[src/rtl/uart_rx_error_ctrl.sv]
// uart_rx_error_ctrl
//   Error-recovery sequencer that sits above the UART rx error manager.
//   It captures unmasked error flags and quiesces the receiver. It raises an
//   interrupt and then waits for a host ack, or recovers automatically.
//   After that it clears the error manager, optionally flushes the rx FIFO,
//   and re-enables the receiver once the line has idled long enough.
//   It also keeps saturating per-type error counters.
//
// Ports
//   clk_i             system clock
//   rst_i             synchronous reset, active-high
//   baud_rate_i       current baud rate (Hz), used to size the idle window
//   framing_error_i   sticky framing flag from the error manager
//   parity_err_i      sticky parity flag from the error manager
//   break_detect_i    sticky break flag from the error manager
//   timeout_detect_i  sticky timeout flag from the error manager
//   rx_filtered_i     filtered rx line
//   frame_active_i    rx state machine is mid-frame
//   err_mask_i        {timeout,break,parity,framing}; 1 = no recovery entry
//   auto_recover_i    1 = skip the host ack
//   err_ack_i         host acknowledge, only honoured while waiting for it
//   cnt_clear_i       zero all error counters
//   error_clear_o     1-cycle clear pulse to the error manager
//   fifo_flush_o      1-cycle rx FIFO flush pulse
//   rx_enable_o       receiver enable
//   irq_o             error interrupt
//   busy_o            sequencer is not idle
//   err_status_o      captured {timeout,break,parity,framing}
//   err_overrun_o     an unmasked error edge arrived while busy
//   frame_err_cnt_o   framing error count (saturating)
//   parity_err_cnt_o  parity error count (saturating)
//   break_cnt_o       break count (saturating)
//
// State      | meaning
// -----------+-----------------------------------------------------------
// S_IDLE     | receiver running, watching for unmasked errors
// S_WAIT_ACK | error captured, irq held until the host acknowledges
// S_CLEAR    | one cycle: clear error manager, optional FIFO flush
// S_DRAIN    | wait for idle_cycles consecutive idle-line cycles

module uart_rx_error_ctrl #(
  parameter int unsigned CLK_FREQ_HZ      = 100_000_000,
  parameter int unsigned IDLE_BIT_PERIODS = 2,
  parameter int unsigned CNT_WIDTH        = 8
) (
  input  logic                 clk_i,
  input  logic                 rst_i,
  input  logic [31:0]          baud_rate_i,
  input  logic                 framing_error_i,
  input  logic                 parity_err_i,
  input  logic                 break_detect_i,
  input  logic                 timeout_detect_i,
  input  logic                 rx_filtered_i,
  input  logic                 frame_active_i,
  input  logic [3:0]           err_mask_i,
  input  logic                 auto_recover_i,
  input  logic                 err_ack_i,
  input  logic                 cnt_clear_i,
  output logic                 error_clear_o,
  output logic                 fifo_flush_o,
  output logic                 rx_enable_o,
  output logic                 irq_o,
  output logic                 busy_o,
  output logic [3:0]           err_status_o,
  output logic                 err_overrun_o,
  output logic [CNT_WIDTH-1:0] frame_err_cnt_o,
  output logic [CNT_WIDTH-1:0] parity_err_cnt_o,
  output logic [CNT_WIDTH-1:0] break_cnt_o
);

  localparam logic [1:0] S_IDLE     = 2'd0;
  localparam logic [1:0] S_WAIT_ACK = 2'd1;
  localparam logic [1:0] S_CLEAR    = 2'd2;
  localparam logic [1:0] S_DRAIN    = 2'd3;

  localparam logic [31:0]          CLK_FREQ  = 32'(CLK_FREQ_HZ);
  localparam logic [31:0]          IDLE_BITS = 32'(IDLE_BIT_PERIODS);
  localparam logic [CNT_WIDTH-1:0] CNT_MAX   = '1;

  logic [1:0]  state_q, state_d;
  logic [3:0]  err_status_q, err_status_d;
  logic        overrun_q, overrun_d;
  logic        rx_enable_q, rx_enable_d;
  logic        irq_q, irq_d;
  logic        error_clear_q, error_clear_d;
  logic        fifo_flush_q, fifo_flush_d;
  logic [31:0] idle_cnt_q, idle_cnt_d;
  logic [31:0] idle_cycles_q, idle_cycles_d;
  logic [3:0]  err_prev_q;

  logic [CNT_WIDTH-1:0] frame_cnt_q, parity_cnt_q, break_cnt_q;

  logic [3:0]  err_vec;
  logic [3:0]  err_act;
  logic [3:0]  err_rise;
  logic        line_idle;
  logic [31:0] bit_cycles;
  logic [63:0] idle_prod;
  logic [31:0] idle_calc;

  assign err_vec   = {timeout_detect_i, break_detect_i, parity_err_i, framing_error_i};
  assign err_act   = err_vec & ~err_mask_i;
  assign err_rise  = err_vec & ~err_prev_q;
  assign line_idle = rx_filtered_i && !frame_active_i;

  // Idle window in clock cycles. A zero baud rate, or a baud rate faster than
  // the clock, falls back to one cycle per bit period. An oversized product
  // saturates rather than wrapping.
  always_comb begin
    bit_cycles = '0;
    if (baud_rate_i != '0) begin
      bit_cycles = CLK_FREQ / baud_rate_i;
    end
    idle_prod = 64'(bit_cycles) * 64'(IDLE_BITS);
    if (baud_rate_i == '0 || idle_prod == '0) begin
      idle_calc = IDLE_BITS;
    end else if (idle_prod[63:32] != '0) begin
      idle_calc = '1;
    end else begin
      idle_calc = idle_prod[31:0];
    end
  end

  always_comb begin
    state_d       = state_q;
    err_status_d  = err_status_q;
    overrun_d     = overrun_q;
    rx_enable_d   = rx_enable_q;
    irq_d         = irq_q;
    error_clear_d = 1'b0;
    fifo_flush_d  = 1'b0;
    idle_cnt_d    = idle_cnt_q;
    idle_cycles_d = idle_cycles_q;

    if (state_q != S_IDLE && (err_rise & ~err_mask_i) != 4'b0) begin
      overrun_d = 1'b1;
    end

    case (state_q)
      S_IDLE: begin
        if (err_act != 4'b0) begin
          err_status_d = err_act;
          overrun_d    = 1'b0;
          rx_enable_d  = 1'b0;
          irq_d        = 1'b1;
          if (auto_recover_i) begin
            // Straight into CLEAR, so the clear/flush pulses must start now.
            state_d       = S_CLEAR;
            error_clear_d = 1'b1;
            fifo_flush_d  = err_act[2];
          end else begin
            state_d = S_WAIT_ACK;
          end
        end else if (err_vec != 4'b0) begin
          // Masked-only errors: just clear them at the error manager.
          error_clear_d = 1'b1;
        end
      end

      S_WAIT_ACK: begin
        irq_d = 1'b1;
        if (err_ack_i) begin
          state_d       = S_CLEAR;
          irq_d         = 1'b0;
          error_clear_d = 1'b1;
          fifo_flush_d  = err_status_q[2];
        end
      end

      S_CLEAR: begin
        irq_d         = 1'b0;
        idle_cycles_d = idle_calc;
        idle_cnt_d    = '0;
        state_d       = S_DRAIN;
      end

      S_DRAIN: begin
        if (line_idle) begin
          if (idle_cnt_q == idle_cycles_q - 32'd1) begin
            state_d     = S_IDLE;
            rx_enable_d = 1'b1;
            idle_cnt_d  = '0;
          end else begin
            idle_cnt_d = idle_cnt_q + 32'd1;
          end
        end else begin
          idle_cnt_d = '0;
        end
      end

      default: begin
        state_d = S_IDLE;
      end
    endcase
  end

  always_ff @(posedge clk_i) begin
    if (rst_i) begin
      state_q       <= S_IDLE;
      err_status_q  <= '0;
      overrun_q     <= 1'b0;
      rx_enable_q   <= 1'b1;
      irq_q         <= 1'b0;
      error_clear_q <= 1'b0;
      fifo_flush_q  <= 1'b0;
      idle_cnt_q    <= '0;
      idle_cycles_q <= '0;
    end else begin
      state_q       <= state_d;
      err_status_q  <= err_status_d;
      overrun_q     <= overrun_d;
      rx_enable_q   <= rx_enable_d;
      irq_q         <= irq_d;
      error_clear_q <= error_clear_d;
      fifo_flush_q  <= fifo_flush_d;
      idle_cnt_q    <= idle_cnt_d;
      idle_cycles_q <= idle_cycles_d;
    end
  end

  // Counters see every rising flag edge regardless of mask or state.
  // Timeout is tracked for edges but not counted.
  always_ff @(posedge clk_i) begin
    if (rst_i) begin
      err_prev_q   <= '0;
      frame_cnt_q  <= '0;
      parity_cnt_q <= '0;
      break_cnt_q  <= '0;
    end else begin
      err_prev_q <= err_vec;
      if (cnt_clear_i) begin
        frame_cnt_q  <= '0;
        parity_cnt_q <= '0;
        break_cnt_q  <= '0;
      end else begin
        if (err_rise[0] && frame_cnt_q != CNT_MAX) begin
          frame_cnt_q <= frame_cnt_q + 1'b1;
        end
        if (err_rise[1] && parity_cnt_q != CNT_MAX) begin
          parity_cnt_q <= parity_cnt_q + 1'b1;
        end
        if (err_rise[2] && break_cnt_q != CNT_MAX) begin
          break_cnt_q <= break_cnt_q + 1'b1;
        end
      end
    end
  end

  assign error_clear_o    = error_clear_q;
  assign fifo_flush_o     = fifo_flush_q;
  assign rx_enable_o      = rx_enable_q;
  assign irq_o            = irq_q;
  assign busy_o           = (state_q != S_IDLE);
  assign err_status_o     = err_status_q;
  assign err_overrun_o    = overrun_q;
  assign frame_err_cnt_o  = frame_cnt_q;
  assign parity_err_cnt_o = parity_cnt_q;
  assign break_cnt_o      = break_cnt_q;

endmodule

[config.mk]
export PLATFORM = sky130hd
export DESIGN_NAME = uart_rx_error_ctrl
export DESIGN_NICKNAME = d
export VERILOG_FILES = /design/src/rtl/uart_rx_error_ctrl.sv
export SDC_FILE = /design/constraint.sdc
export NUM_CORES = 1
export LEC_CHECK = 0
export BUFFER_PORTS_ARGS = -buffer_cell sky130_fd_sc_hd__clkbuf_2
export CORE_MARGIN = 2
export CORE_UTILIZATION = 35
export CTS_BUF_LIST = sky130_fd_sc_hd__clkbuf_8
export CTS_CLUSTER_SIZE = 8
export DETAILED_ROUTE_END_ITERATION = 8
export SLEW_MARGIN = 20
export SYNTH_ARGS = -nofsm -noshare
export SYNTH_HDL_FRONTEND = slang
export SYNTH_SLANG_ARGS = --single-unit
[constraint.sdc]
create_clock -name clk_i -period 116.3 [get_ports clk_i]
set_input_delay 23.26 -clock clk_i [delete_from_list [all_inputs] [get_ports clk_i]]
set_output_delay 23.26 -clock clk_i [all_outputs]
set_load 0.01 [all_outputs]
# ---- Yosys cells after proc, flatten, opt, wreduce, memory -nomap -nowiden
# Index checks and enable logic that the tools add are counted.
dict set report word_totals {
  rom_bits 0
  reg_bits 103
  latch_bits 0
  in_bits 47
  output_inout_bits 34
  ram_bits 0
  memories 0
  word_cells 89
}
dict set report op_classes {
  div 1
  n_bitwise 5
  mux 31
  reduce_logical 23
  addsub 5
  n_lt_le_gt_ge 0
  shifts 0
  mul 0
  eq_ne 11
}
# op count
set op_table {}
lappend op_table {{32-bit two-way mux} 5}
lappend op_table {{32-bit case mux with 2 select lines} 1}
lappend op_table {{34-bit logical NOT} 1}
lappend op_table {{32-bit by 1-bit adder with 32-bit output (second input constant)} 1}
lappend op_table {{27-bit by 32-bit divider with 32-bit output (first input constant)} 1}
lappend op_table {{32-bit == test} 1}
lappend op_table {{32-bit logical NOT} 1}
lappend op_table {{32-bit nonzero test} 1}
lappend op_table {{32-bit by 1-bit subtractor with 32-bit output (second input constant)} 1}
lappend op_table {{8-bit by 1-bit adder with 8-bit output (second input constant)} 3}
lappend op_table {{8-bit != test (second input constant)} 3}
lappend op_table {{1-bit two-way mux} 15}
lappend op_table {{4-bit bitwise AND} 3}
lappend op_table {{4-bit nonzero test} 3}
lappend op_table {{2-bit two-way mux} 5}
lappend op_table {{2-bit != test (second input constant)} 4}
lappend op_table {{4-bit inverter} 2}
lappend op_table {{2-bit case mux with 4 select lines} 1}
lappend op_table {{4-bit AND reduction} 2}
lappend op_table {{1-bit case mux with 2 select lines} 3}
lappend op_table {{2-bit nonzero test} 3}
lappend op_table {{1-bit logical AND} 5}
lappend op_table {{2-bit == test (second input constant)} 2}
lappend op_table {{2-bit AND reduction} 2}
lappend op_table {{7 further kinds} 7}

# ---- Longest topological paths before layout
# Gate-level depths: netlist (run 1).
dict set report depth {
  depth_word 8
  mapped_depth 346
  mapped_depth_nobuf 306
}

# ---- Least setup slack after synthesis (run 1)
# No wires, ideal clock.
dict set report synth_path {
  kind {input-to-reg}
  startpoint {in baud_rate_i[0]}
  endpoint {reg idle_cycles_q[9]}
  path_buffers 59
  setup_time_ns 0.133
  arrival_ns 90.017
  required_time_ns 116.167
  path_stages 315
  setup_slack_ns 26.150
  cell_sequence {buf_4 > buf_6 > buf_4 > buf_2 > buf_4 > buf_4 > clkbuf_1 > clkbuf_1 > xnor2_1 > and2_1 > ha_1 > a21oi_1 > o21a_1 > a32oi_1 > nor3_1 > ha_1 > a21o_1 > a31o_2 > [... 279 more ...] > clkbuf_1 > mux2_2 > ha_1 > a21o_1 > a21o_1 > a21oi_1 > nor2b_1 > o21ai_0 > nand2b_1 > a21oi_1 > nor2b_1 > o21ai_0 > a21boi_0 > o21ai_0 > o211ai_1 > a41oi_1 > a31o_2 > o21ai_0}
}
dict set report synth_via {
  elab_chain_len 5
  elab_cells_between_ends 8
  cone_classes {div (1); mux (3); reduce/logical (4)}
}
# element line_no
set synth_rtl {}
lappend synth_rtl {{from (decl)} 48} ;# input logic [31:0] baud_rate_i,
lappend synth_rtl {{27-bit by 32-bit divider with 32-bit output / 32-bit nonzero test (equally long branches)} {112, 111}}
lappend synth_rtl {{32-bit two-way mux} 111} ;# if (baud_rate_i != '0) begin
lappend synth_rtl {{34-bit logical NOT} 115} ;# if (baud_rate_i == '0 || idle_prod == '0) begin
lappend synth_rtl {{1-bit logical OR} 115}
lappend synth_rtl {{32-bit two-way mux *} 115}
lappend synth_rtl {{to (signal assigned)} 217} ;# idle_cycles_q <= idle_cycles_d;
lappend synth_rtl {{to (decl)} 88} ;# logic [31:0] idle_cycles_q, idle_cycles_d;
# Every way passes the cells marked *; elsewhere a longest branch is shown, timed or not.
# A chain may end at the register's enable or synchronous reset.

# ---- Final worst setup path (run 1)
dict set report layout_path {
  startpoint {in baud_rate_i[31]}
  endpoint {reg idle_cycles_q[14]}
}
# The elaborated chain is that of the path after synthesis.

==> results.txt, run 1 <==
The first global-routing pass estimated 234 mm of wire. Counting instances in the post-synthesis netlist gives the leading cell types as nor2_1 (625), nand2_1 (558), ha_1 (505). The biggest area contributor in the post-synthesis netlist is ha_1.

The final layout contains 5,974 nets. The post-synthesis sequential area ratio came out at 5.55%. The number of warning messages in the yosys log came out at 0. The combined flip-flop and latch cell area is 2040 µm². The achievable frequency is 9.38 MHz.

The multi-input combinational cell area came out at 33,400 µm². The average wire per cell in the routed design came out at 23.1 µm. The minimum clock period after layout is 106.66 ns. The later pin in the worst-skew pair is clocked with a latency of 0.43 ns. The worst setup path is launched from an input pin. The number of antenna violations at the first check in global routing is 4.

The count of final hold-check violations came out at 0. The peak supply drop came out at 0.0000105 V. The max-slew headroom at the worst pin came out at 17.8%. Setup violations remaining at the end of the flow were counted as 0. The post-cts hold buffer count came out at 0. The min-delay analysis places its worst path in the category flip-flop to flip-flop. In this run the worst setup path begins at baud_rate_i[31].

After detailed routing, no signal wire sits above met5. Yosys instantiated no cell more often than nor2_1. The area of the die came out at 108,000 µm². The buffer type at the clock tree root is clkbuf_8. In the final layout, the share of cells above drive strength 1 is 7.26%. The total clock sinks came out at 102. The initial standard-cell utilization of the core is 35.4%. The post-synthesis average cell area came out at 6.78 µm².

The final wirelength came out at 157 mm. The critical path arrival came out at 106.96 ns. The static leakage came out at 0.0169 µW. Routability-driven placement finished with a final weighted congestion of 1.06.

Global routing used 27.8% of the available tracks. In this run, synthesis produced a sequential element count of 102. The overall die width came out at 328 µm.

The most critical setup path has its endpoint at idle_cycles_q[14]. The synthesized instance count came out at 5,428. The distinct cell type count of the synthesized netlist came out at 119. In the synthesized netlist the dominant register cell turns out to be dfxtp_1.

The synthesized design contains 0 enable-type register cells. The routed length on met1 came out at 68.6 mm. The depth of the worst hold-timing path is 2.

The detailed route wirelength on metal3 came out at 13.9 mm. The synthesis-to-finish area growth is 6.04%. By area the synthesized netlist is led by ha_1 (17%), a21oi_1 (6.7%), xnor2_1 (6.5%). After detailed routing, the number of vias per cell comes to 6.22. The fraction of synthesized cell area taken by the top area cell type came out at 17.2%.

The sum of overflow across all layers after global routing came out at 0. The vertical die dimension came out at 328 µm. The met2 routed wirelength is 66.0 mm. The initial detailed-routing violation count came out at 4,577. The setup path with the least slack is of type input pin to flip-flop. The number of global-route vias before repair came out at 38,332. Counting every net in the synthesized netlist gives 5,980. The number of setup buffers added after CTS is 0. The worst setup path is captured at a flip-flop. The actual transition at the worst max-transition pin came out at 1.22 ns. The slowest stage of the critical path belongs to the cell o311ai_1.

The buffer levels on the longest clock path is 2. The largest stage delay on the critical path came out at 1.06 ns. The count of buffers inserted at the top-level ports came out at 80. The number of design rule violations left after detail routing is 0.

The detailed-placement wirelength estimate came out at 124 mm. Setup repair after global routing left no endpoint under its margin. The via count is 42,344. In this run the critical register-to-register path is launched from idle_cycles_q[5]. Clock skew on the completed layout was measured at 0.0270 ns.

The max-slew violation count is 0. The flow ran to the end, and the final reports show no timing, DRC or antenna violations. The core region is 104,000 µm². Entering global routing, the biggest net connects 47 pins.

The mapped netlist covers 36,800 µm². The number of cells on the worst reg-to-reg path is 15. The share of the clock period used by the worst path after layout is 91.7%. The required time of the critical path came out at 116.60 ns. The cell that appears most often on the critical path is ha_1.

The number of iterations in the first detailed-routing pass is 7. The floorplan row count came out at 118. The clock-pin slew reported for the worst setup and hold paths after clock tree synthesis is 0.14 ns. The number of ports placed on the die boundary came out at 81. The detail route stage leaves a number of antenna-violating nets equal to 0. Along the worst path, the maximum fanout reaches 36.

The H-tree level count is 3. Adding up every negative setup slack in the final design gives 0 ns. The CTS tree is built. Fill cells in the final layout number 11,181. The endpoint identified for the worst register-to-register timing path is idle_cnt_q[7].

The number of maximum-capacitance constraint violations is 0. The number of clock buffers inserted by TritonCTS came out at 9. The fraction of registers with async set/reset is 0%. Power spread over the standard cell area amounts to 4.39 nW/µm². The final core utilization is 37.6%. The setup check on the worst reg-to-reg path leaves a slack of 111.67 ns. The total of cells resized after clock tree synthesis came out at 0.
[placed cells by master (no fill, tap or decap), types with 79 or more instances in the layout]
cell type and n:
o21ai_0 374, clkbuf_2 79, a21oi_1 486, nand3_1 145
nor3_1 140, o21a_1 128, nand2_1 558, dfxtp_1 102
nor2_1 623, ha_1 505, a31oi_1 90, xnor2_1 273
xor2_1 166, nand2b_1 90, inv_1 197, a21o_1 222
[registers in the layout, summed over array words and instances, names as in the netlist]
signal,cells
err_overrun_o,1
state_q,2
idle_cnt_q,32
error_clear_o,1
fifo_flush_o,1
irq_o,1
parity_err_cnt_o,8
rx_enable_o,1
idle_cycles_q,31
frame_err_cnt_o,8
err_status_o,4
err_prev_q,4
break_cnt_o,8
[metal layers]
metal  global-route usage [%]  up-vias
met3                     3.12      369
met2                     42.9     2087
li1                         -    20072
met5                        0        -
met1                     38.5    19810
met4                     12.7        6
[logic make-up (layout without fill, tap and decap cells)]
group,Yosys count,count (layout),synth area share (%)
other,1,3,0.0102
adder cells (fa/ha/maj),505,505,17.2
multiplexers,98,98,2.91
AND/OR/NAND/NOR,2015,2015,25.9
XOR/XNOR,439,439,10.4
buffers and inverters,369,368,4.09
AO/OA/AOI/OAI,1899,1899,34.0
flip-flops,102,102,5.55
[cell type report]
type / instances / area share, %
timing repair buffer: 150 / 2.38
inverter: 202 / 1.94
multi-input combinational: 4957 / 85.5
antenna: 2 / 0.0128
clock buffer: 9 / 0.317
clock inverter: 7 / 0.234
sequential: 102 / 5.23
tap: 1380 / 4.42
[critical path: cells and delay by family]
kind	cells	cell delay [ns]
mux	8	2.85
simple gates	81	21.32
fa+ha+maj	30	10.24
compound gates	150	44.71
buf+inv	16	4.27
[power by group]
group          switching, µW  internal [µW]  leakage [µW]
sequential              1.16           36.4      0.000825
combinational           69.4           39.1        0.0160
clock                   16.5           8.96      0.000108
total                   87.1           84.5        0.0169
[stage by stage]
step                      instances  setup WS [ns]  hold WS (ns)  instance area [µm²]  power, µW
after floorplan                5428          26.15         0.455                36800        114
after global routing           6807           5.07         0.509                39000        184
after global placement         6790          12.60         0.446                38800        144
final                          6809           9.64         0.487                39100        172
after CTS                      6806          11.78         0.489                39000        170
after detailed placement       6790          11.55         0.470                38800        144
[worst min path at each step]
stage                          from               to  slack [ns]
CTS                 err_status_o[1]  err_status_o[1]        0.49
global placement    err_status_o[1]  err_status_o[1]        0.45
floorplan            idle_cnt_q[29]   idle_cnt_q[29]        0.46
global route        err_status_o[1]  err_status_o[1]        0.51
finish              err_status_o[1]  err_status_o[1]        0.49
detailed placement  err_status_o[1]  err_status_o[1]        0.47
(Power assumes the default switching activity.)
==> inputs of run 2 (changes only) <==
CELL_PAD_IN_SITES_DETAIL_PLACEMENT = 0   (was unset)
CELL_PAD_IN_SITES_GLOBAL_PLACEMENT = 1   (was unset)
PLACE_DENSITY_LB_ADDON = 0.1   (was unset)
==> results.txt, run 2 (same netlist as run 1, synthesis figures left out) <==
The detailed-placement wirelength estimate is 136 mm (+9.7%). The total of cells resized after clock tree synthesis is 0 (unchanged). The count of buffers inserted at the top-level ports is 80 (unchanged).

Clock tree synthesis selected as its root buffer the cell clkbuf_8. The vertical die dimension is 328 µm (unchanged). The initial standard-cell utilization of the core is 35.4% (unchanged). The number of clock buffers inserted by TritonCTS is 9 (unchanged). The logic depth of the worst register-to-register path was 15 (unchanged). The count of final hold-check violations came out at 0 (unchanged). The min-delay analysis places its worst path in the category flip-flop to flip-flop. The achievable frequency came to 9.34 MHz (-0.41%). The peak supply drop came out at 0.00000501 V (-52%).

For this design, the slowest cell found on the critical path is o311ai_1. The area of the die is 108,000 µm² (unchanged). The number of antenna violations at the first check in global routing is 8 (+4). The area of all placed cells without fillers is 39,100 µm² (+0.18%). The multi-input combinational cell area is 33,400 µm² (about the same). The post-cts hold buffer count came out at 0 (unchanged). The run finished with clean final reports.

The initial detailed-routing violation count came out at 4,038 (-12%). The sum of overflow across all layers after global routing came out at 0 (unchanged). The overall routing resource usage was 30.3% (+2.6 points). The insertion delay to the later sink of the worst-skew pair came out at 0.42 ns (about the same). Leaving out fill and tap cells, the most frequent cells in the layout are nor2_1 (621), nand2_1 (558), ha_1 (505).

The max-slew headroom at the worst pin came out at 14.9% (-2.9 points). The total clock sinks came out at 102 (unchanged). The largest registers in the layout are idle_cnt_q x32, idle_cycles_q x31. The share of layout cells above drive strength 1 came to 7.56% (+0.30 points). The total setup buffers inserted after CTS is 0 (unchanged).

The clock-pin slew reported for the worst setup and hold paths after clock tree synthesis came to 0.13 ns (about the same). The global-route wire length before repair came to 252 mm (+7.9%). The count of filler cells inserted in the layout is 11,432 (+2.2%). The static leakage is 0.0169 µW (+0.11%). The number of maximum-capacitance constraint violations is 0 (unchanged).

The synthesis-to-finish area growth is 6.23%. The largest stage delay on the critical path came out at 1.15 ns (+0.09 ns). The final sum of negative setup slack came to 0 ns (unchanged). The largest net degree at the start of global routing is 46 (-2.1%). TritonCTS built the clock tree.

The routed length on met1 is 79.7 mm (+16%). The overall die width is 328 µm (unchanged). The average via count per standard cell is 6.14 (-1.3%).

The power after layout came to 175 µW (+1.7%). The share of the clock period used by the worst path after layout is 92.1% (+0.38 points). The depth of the worst hold-timing path is 2 (unchanged). The core footprint was 104,000 µm² (unchanged). The clock tree skew after final layout came out at 0.0246 ns (-0.00235 ns). The via count came to 41,824 (-1.2%). The average wire per cell in the routed design came to 24.9 µm (+7.9%).

The cell area reported after detailed placement is 38,900 µm² (+0.22%). The most prevalent standard cell on the critical path is ha_1. The number of endpoints failing setup at the final stage was 0 (unchanged). Signal routing reaches up to met5.

The number of iterations in the first detailed-routing pass came out at 6 (-1). The routability congestion estimate is 0.969 (-8.3%). The H-tree level count came out at 3 (unchanged).

The count of placed standard cells in the final layout, fillers left out is 6,816 (+0.10%). The final core utilization came out at 37.6% (+0.067 points). The startpoint type of the worst setup path is an input pin. The power density normalized to cell area came out at 4.46 nW/µm² (+1.6%). The largest fanout of any net on the critical path is 39 (+8.3%).

The required time of the critical path is 116.60 ns (about the same). Setup repair after global routing left no endpoint under its margin. The buffer levels on the longest clock path was 2 (unchanged). The combined flip-flop and latch cell area is 2040 µm² (unchanged).

The count of nets after finishing was 5,980 (+0.10%). The max-slew violation count came out at 0 (unchanged). The floorplan row count came out at 118 (unchanged). The actual transition at the worst max-transition pin is 1.26 ns (+0.0396 ns). The number of design rule violations left after detail routing came out at 0 (unchanged). The post-route antenna net violation count is 0 (unchanged). The minimum clock period after layout is 107.11 ns (+0.443 ns). The category of the critical setup timing path is input pin to flip-flop. Leaving out fill and tap cells, the most frequent cell in the layout is nor2_1. The met2 routed wirelength is 74.3 mm (+13%).

The final wirelength is 170 mm (+8.0%). The number of ports placed on the die boundary is 81 (unchanged). The flip-flop count of the largest register, all copies and words added came out at 32 (unchanged).

The detailed route wirelength on metal3 came out at 10.8 mm (-22%). The capturing element type of the critical path is a flip-flop. More flip-flops sit in one register than any other, and that register is idle_cnt_q.

The number of global-route vias before repair came out at 38,657 (+0.85%). The critical path arrival came out at 107.41 ns (+0.45 ns). The count of placed standard cells including taps is 6,797 (+0.10%).
run 2: area by class of cell:
type | count | area share, %
multi-input cells | 4957 | 85.4
flip-flops and latches | 102 | 5.22
repair buffers | 156 | 2.51
diodes | 3 | 0.0192
inverters | 202 | 1.94
clock buffers | 10 | 0.352
well taps | 1380 | 4.41
clock inverters | 6 | 0.163
run 2: final timing paths:
| path | slack [ns] | to | from |
|---|---|---|---|
| worst max-delay path | 9.19 | idle_cycles_q[14] | baud_rate_i[31] |
| worst min-delay path | 0.50 | err_status_o[1] | err_status_o[1] |
| worst max register to register | 111.46 | idle_cnt_q[5] | idle_cycles_q[6] |
| worst min register to register | 0.50 | err_status_o[1] | err_status_o[1] |
run 2: power by group:
group          switching (µW)  leakage [µW]  internal, µW  total [µW]
clock                    15.9     0.0000997          9.00        24.9
combinational            72.7        0.0160          39.3         112
sequential               1.24      0.000825          36.4        37.7
run 2: stage by stage:
step	setup slack (ns)	hold slack (ns)
after global placement	10.14	0.486
after detailed placement	10.73	0.488
final	9.19	0.499
after global routing	5.00	0.525
after floorplan	26.15	0.455
after CTS	10.98	0.512
run 2: worst max-delay path: cells and delay by family:
kind	cells	cell delay (ns)
mux	9	3.37
fa+ha+maj	30	10.30
compound gates	148	43.98
buf+inv	19	5.04
simple gates	76	21.13
run 2: metal layers:
| metal | track usage [%] | vias up |
|---|---|---|
| met5 | 0 | - |
| met4 | 7.75 | 6 |
| met3 | 2.47 | 222 |
| met2 | 48.8 | 1518 |
| met1 | 43.3 | 19963 |
| li1 | - | 20115 |
